<file path="src/rtl/gs_unit.sv">
// Pipelined inverse-NTT Gentleman-Sande butterfly for ML-DSA coefficients.
// A_out = (A+B) mod Q, B_out = ((A-B) mod Q)*zeta mod Q, optionally halved.
module gs_unit #(
   parameter int unsigned Q       = 8380417,
   parameter int unsigned WIDTH   = 23,
   parameter int unsigned LATENCY = 4
) (
   input  logic             clk,
   input  logic             reset,
   input  logic             en,
   input  logic [WIDTH-1:0] A_in,
   input  logic [WIDTH-1:0] B_in,
   input  logic [WIDTH-1:0] zeta,
   input  logic             half,
   output logic [WIDTH-1:0] A_out,
   output logic [WIDTH-1:0] B_out,
   output logic             valid
);

   localparam int unsigned PW = 2 * WIDTH;
   localparam int unsigned MW = WIDTH + 2;
   localparam logic [WIDTH-1:0] QV  = WIDTH'(Q);
   localparam logic [PW-1:0]    QP  = PW'(Q);
   localparam logic [PW-1:0]    Q2P = PW'(2 * Q);
   // Barrett constant floor(2^PW / Q); the product is always below 2^PW
   localparam logic [MW-1:0]    MU  = MW'((64'd1 << PW) / 64'(Q));

   logic [LATENCY-1:0] vpipe;

   logic [WIDTH-1:0] s1_a, s1_b, s1_z;
   logic             s1_h;
   logic [WIDTH-1:0] s2_sum, s2_diff, s2_z;
   logic             s2_h;
   logic [WIDTH-1:0] s3_sum;
   logic [PW-1:0]    s3_prod;
   logic             s3_h;
   logic [WIDTH-1:0] s4_sum;
   logic [PW-1:0]    s4_prod;
   logic [MW-1:0]    s4_q;
   logic             s4_h;

   logic [WIDTH:0]      sum_c;
   logic [WIDTH-1:0]    sum_red_c;
   logic [WIDTH-1:0]    diff_c;
   logic [PW+MW-1:0]    qmul_c;
   logic [MW-1:0]       q_c;
   logic [PW-1:0]       r_c;
   logic [WIDTH-1:0]    prod_red_c;

   // Multiply by 2^-1 mod Q: odd values borrow one Q before the shift
   function automatic logic [WIDTH-1:0] halve(input logic [WIDTH-1:0] x, input logic h);
      logic [WIDTH:0] t;
      t = x[0] ? ({1'b0, x} + {1'b0, QV}) : {1'b0, x};
      return h ? WIDTH'(t >> 1) : x;
   endfunction

   always_comb begin
      sum_c     = {1'b0, s1_a} + {1'b0, s1_b};
      sum_red_c = (sum_c >= {1'b0, QV}) ? WIDTH'(sum_c - {1'b0, QV}) : WIDTH'(sum_c);
      diff_c    = (s1_a >= s1_b) ? (s1_a - s1_b) : (s1_a - s1_b + QV);
   end

   always_comb begin
      qmul_c = {{MW{1'b0}}, s3_prod} * {{PW{1'b0}}, MU};
      q_c    = MW'(qmul_c >> PW);
   end

   // Barrett remainder lands below 2Q; the 2Q arm is a cheap safety margin
   always_comb begin
      r_c = s4_prod - ({{(PW-MW){1'b0}}, s4_q} * {{WIDTH{1'b0}}, QV});
      if (r_c >= Q2P) begin
         prod_red_c = WIDTH'(r_c - Q2P);
      end else if (r_c >= QP) begin
         prod_red_c = WIDTH'(r_c - QP);
      end else begin
         prod_red_c = WIDTH'(r_c);
      end
   end

   always_ff @(posedge clk) begin
      if (reset) begin
         vpipe <= '0;
      end else begin
         vpipe <= {vpipe[LATENCY-2:0], en};
      end
   end

   // Datapath stages carry no reset; vpipe alone qualifies them
   always_ff @(posedge clk) begin
      if (en) begin
         s1_a <= A_in;
         s1_b <= B_in;
         s1_z <= zeta;
         s1_h <= half;
      end
      s2_sum  <= sum_red_c;
      s2_diff <= diff_c;
      s2_z    <= s1_z;
      s2_h    <= s1_h;
      s3_sum  <= s2_sum;
      s3_prod <= {{WIDTH{1'b0}}, s2_diff} * {{WIDTH{1'b0}}, s2_z};
      s3_h    <= s2_h;
      s4_sum  <= s3_sum;
      s4_prod <= s3_prod;
      s4_q    <= q_c;
      s4_h    <= s3_h;
   end

   always_ff @(posedge clk) begin
      if (reset) begin
         valid <= 1'b0;
         A_out <= '0;
         B_out <= '0;
      end else begin
         valid <= vpipe[LATENCY-1];
         if (vpipe[LATENCY-1]) begin
            A_out <= halve(s4_sum, s4_h);
            B_out <= halve(prod_red_c, s4_h);
         end
      end
   end

endmodule

</file>
<file path="config.mk">
export PLATFORM = sky130hd
export DESIGN_NAME = gs_unit
export DESIGN_NICKNAME = d
export VERILOG_FILES = /design/src/rtl/gs_unit.sv
export SDC_FILE = /design/constraint.sdc
export NUM_CORES = 2
export LEC_CHECK = 0
export CAP_MARGIN = 20
export CORE_UTILIZATION = 50
export DETAILED_ROUTE_END_ITERATION = 10
export PLACE_DENSITY_LB_ADDON = 0.15
export SYNTH_ARGS = -nofsm -noshare
export SYNTH_HDL_FRONTEND = slang
export SYNTH_SLANG_ARGS = --single-unit
</file>
<file path="constraint.sdc">
create_clock -name clk -period 12.66 [get_ports clk]
set_input_delay 1.266 -clock clk [delete_from_list [all_inputs] [get_ports clk]]
set_output_delay 1.266 -clock clk [all_outputs]
set_load 0.02 [all_outputs]
</file>
==> results.cfg <==
[clock_tree]
clk_pin_slew_worst_paths_ns = 0.06
cts_tree = built
insertion_delay_ns = 0.64
hold_buffers = 0
post-cts-setup-buffer-count = 0
clk_path_buf_depth = 3
cts_inserted_buffers = 43
cts_resized = 0
cts_sinks = 355
h-tree-depth = 2
clock-root-buffer = clkbuf_16

[grt]
grt_max_degree = 72
grt_most_used_layer = met2
grt_util_met2 = 0.423
grt_util_met3 = 0.0269
antenna_found_initial = 0
grt_pass1_wl_mm = 192
overflow = 0
grt_pass1_vias = 36000
grt_use_total = 0.248
use_met1 = 0.330

[floorplan]
io_pins = 120
initial_core_util = 0.509
fp.coreArea_um2 = 93900
rows = 112
die_area_um2 = 96700
die_w_um = 311
fp.dieH_um = 311

[critical_path]
crit_start = s4_q[5]
cp_data_required_time_ns = 13.14
startpoint_type = flip-flop
crit_type = flip-flop to flip-flop
cpMostUsedCell = fa_1
critPathMaxFanout = 11
critPathMaxStageDelay_ns = 0.66
endpoint_kind = flip-flop
slowest_stage = fa_1
r2r_start = s4_q[5]
cp_data_arrival_time_ns = 10.49

[yosys]
synth_nets = 6521
synth_ff_type = dfxtp_1
synthTopCellsByCount = 1027 x inv_1, 727 x fa_1, 631 x ha_1, 545 x nand2_1, 285 x dfxtp_1
synth-edff-count = 70
synth_top_area_share = 0.305
synth_mux_area_frac = 0.00618
synth_top_family_by_area = adder cells
yosysSeqAreaShare = 0.164
synth-xor-area-share = 0.0370
yosys-top-cells-area = fa_1 30%, ha_1 17%, dfxtp_1 12%
synth_compound_area_frac = 0.0957
yosysTopAreaCell = fa_1
netlist_area_um2 = 47700
ys_async_sr_fraction = 0
synth_cell_types = 112
synthAdderAreaFrac = 0.470
synthSimpleGateAreaFrac = 0.133
synth_most_common_cell = inv_1
yosys_warnings = 0
yosys_register_bits = 355
avgSynthCellArea_um2 = 9.38
syn_inst = 5090

[sta]
period_minus_slack_ns = 10.02
finalHoldViolCount = 0
post-route-period-util = 0.791
maxSlewHeadroom = 0.223
tightest_slew_ns = 1.17
tns_ns = 0
setup_viol = 0
max_freq_ghz = 0.0998
skew_ns = 0.0605
finalMaxSlewViolations = 0
rsz0062_at_grt = false

[finish]
antenna_cells = 0
n_fill_cell = 8593
drive_gt1_frac = 0.0393
fin_nets = 6556
synthToLayoutAreaGrowth_pct = 8.46

[worst_hold_path]
holdCritPathClass = flip-flop to flip-flop
min_from = s1_z[11]

[place]
hpwl_mm = 97.0
port_buffers = 119
place.gp.congestion = 0.918

[detailed_routing]
routedWlPerCell_um = 18.1
drt_iter0_drc = 1675
drtAntennaViolNets = 0
dr.pass1.iters = 7
drc_errors = 0
via_per_inst = 5.34
num_vias = 34300
wl_mm = 116

[flow_run]
drv_cap = 0

[status]
outcome = finished, final reports clean
[layout make-up]
| cell class | count | area (um^2) | area share |
|---|---|---|---|
| clock buffer | 56 | 1220 | 0.0235 |
| sequential | 355 | 7810 | 0.151 |
| clock inverter | 24 | 359 | 0.00693 |
| tap | 1254 | 1570 | 0.0303 |
| multi-input combinational | 3540 | 35400 | 0.684 |
| inverter | 1031 | 3870 | 0.0747 |
| timing repair buffer | 154 | 1550 | 0.0299 |
[layer usage]
metal	share of wire	up-vias	routed length [um]
met5	0	-	0
met4	0.028	0	3200
met3	0.042	154	4930
met2	0.48	724	56200
met1	0.45	17100	51800
li1	-	16300	-
[worst paths after layout]
check / end / slack [ns] / depth (start not counted)
max: B_out[9] / 2.64 / 29
max reg2reg: B_out[9] / 2.64 / 29
min: s2_z[11] / 0.32 / 0
min reg2reg: s2_z[11] / 0.32 / 0
[critical path: cells and delay by family, from the launching register on]
family / cells / cell delay, ns
and+or+nand+nor: 7 / 1.88
xor gates and xnor gates: 1 / 0.20
DFF: 1 / 0.37
AOI/OAI and AO/OA: 8 / 2.55
adders and majority gates: 9 / 4.42
buffers and inverters: 4 / 0.47
[cells in the final DEF (no fill, tap or decap), types with 13 or more instances in the layout]
master / synthesis / final
ha_1: 631 / 631
a31oi_1: 38 / 38
edfxtp_1: 70 / 70
xor2_1: 60 / 60
a21o_1: 75 / 75
nor4_1: 13 / 13
clkbuf_16: 0 / 45
or3_1: 20 / 20
or2_2: 20 / 20
o21bai_1: 24 / 24
o211ai_1: 15 / 15
nor2b_1: 29 / 29
nor3_1: 65 / 65
and2_1: 160 / 160
a21oi_1: 181 / 181
mux2i_1: 22 / 22
inv_1: 1027 / 1027
or4_1: 14 / 14
clkdlybuf4s50_1: 0 / 117
buf_4: 7 / 31
nand2_1: 545 / 545
o21a_1: 23 / 23
o21ai_0: 86 / 86
dfxtp_1: 285 / 283
nand4_1: 32 / 32
fa_1: 727 / 727
nor2_1: 205 / 205
a211oi_1: 32 / 32
a211o_1: 14 / 14
and3_1: 30 / 30
xnor2_1: 135 / 135
nand3_1: 63 / 63
o31ai_1: 14 / 14
nand2b_1: 31 / 31
[registers in the layout (all words and copies together) (netlist names)]
signal	count
A_out	23
B_out	23
s1_a	23
s1_b	23
s1_h	1
s1_z	23
s2_diff	23
s2_h	1
s2_sum	23
s2_z	23
s3_h	1
s3_prod	46
s3_sum	23
s4_h	1
s4_prod	46
s4_q	24
s4_sum	23
valid	1
vpipe	4
[cell families (layout without fill, tap and decap cells)]
logic type	count (synthesis)	count (layout)
xor+xnor	198	198
flops	355	355
mux	28	28
compound gates	656	656
buf+inv	1195	1265
fa+ha+maj	1358	1358
simple gates	1300	1300
[through the flow]
stage          hold WS (ns)  utilization  std cells  setup slack [ns]  cell area, um^2
5_1_grt               0.330        0.552       6414              2.10            51800
6_report              0.322        0.552       6414              2.64            51800
3_5_place_dp          0.312        0.534       6331              2.75            50100
4_1_cts               0.325        0.551       6411              2.73            51700
3_3_place_gp          0.310        0.533       6329              2.97            50100
2_1_floorplan         0.310            -       5090              3.90            47700
Power is left out: the tool's default activity adds up to more than one toggle a clock period on the data nets, which glitch-free logic cannot reach.
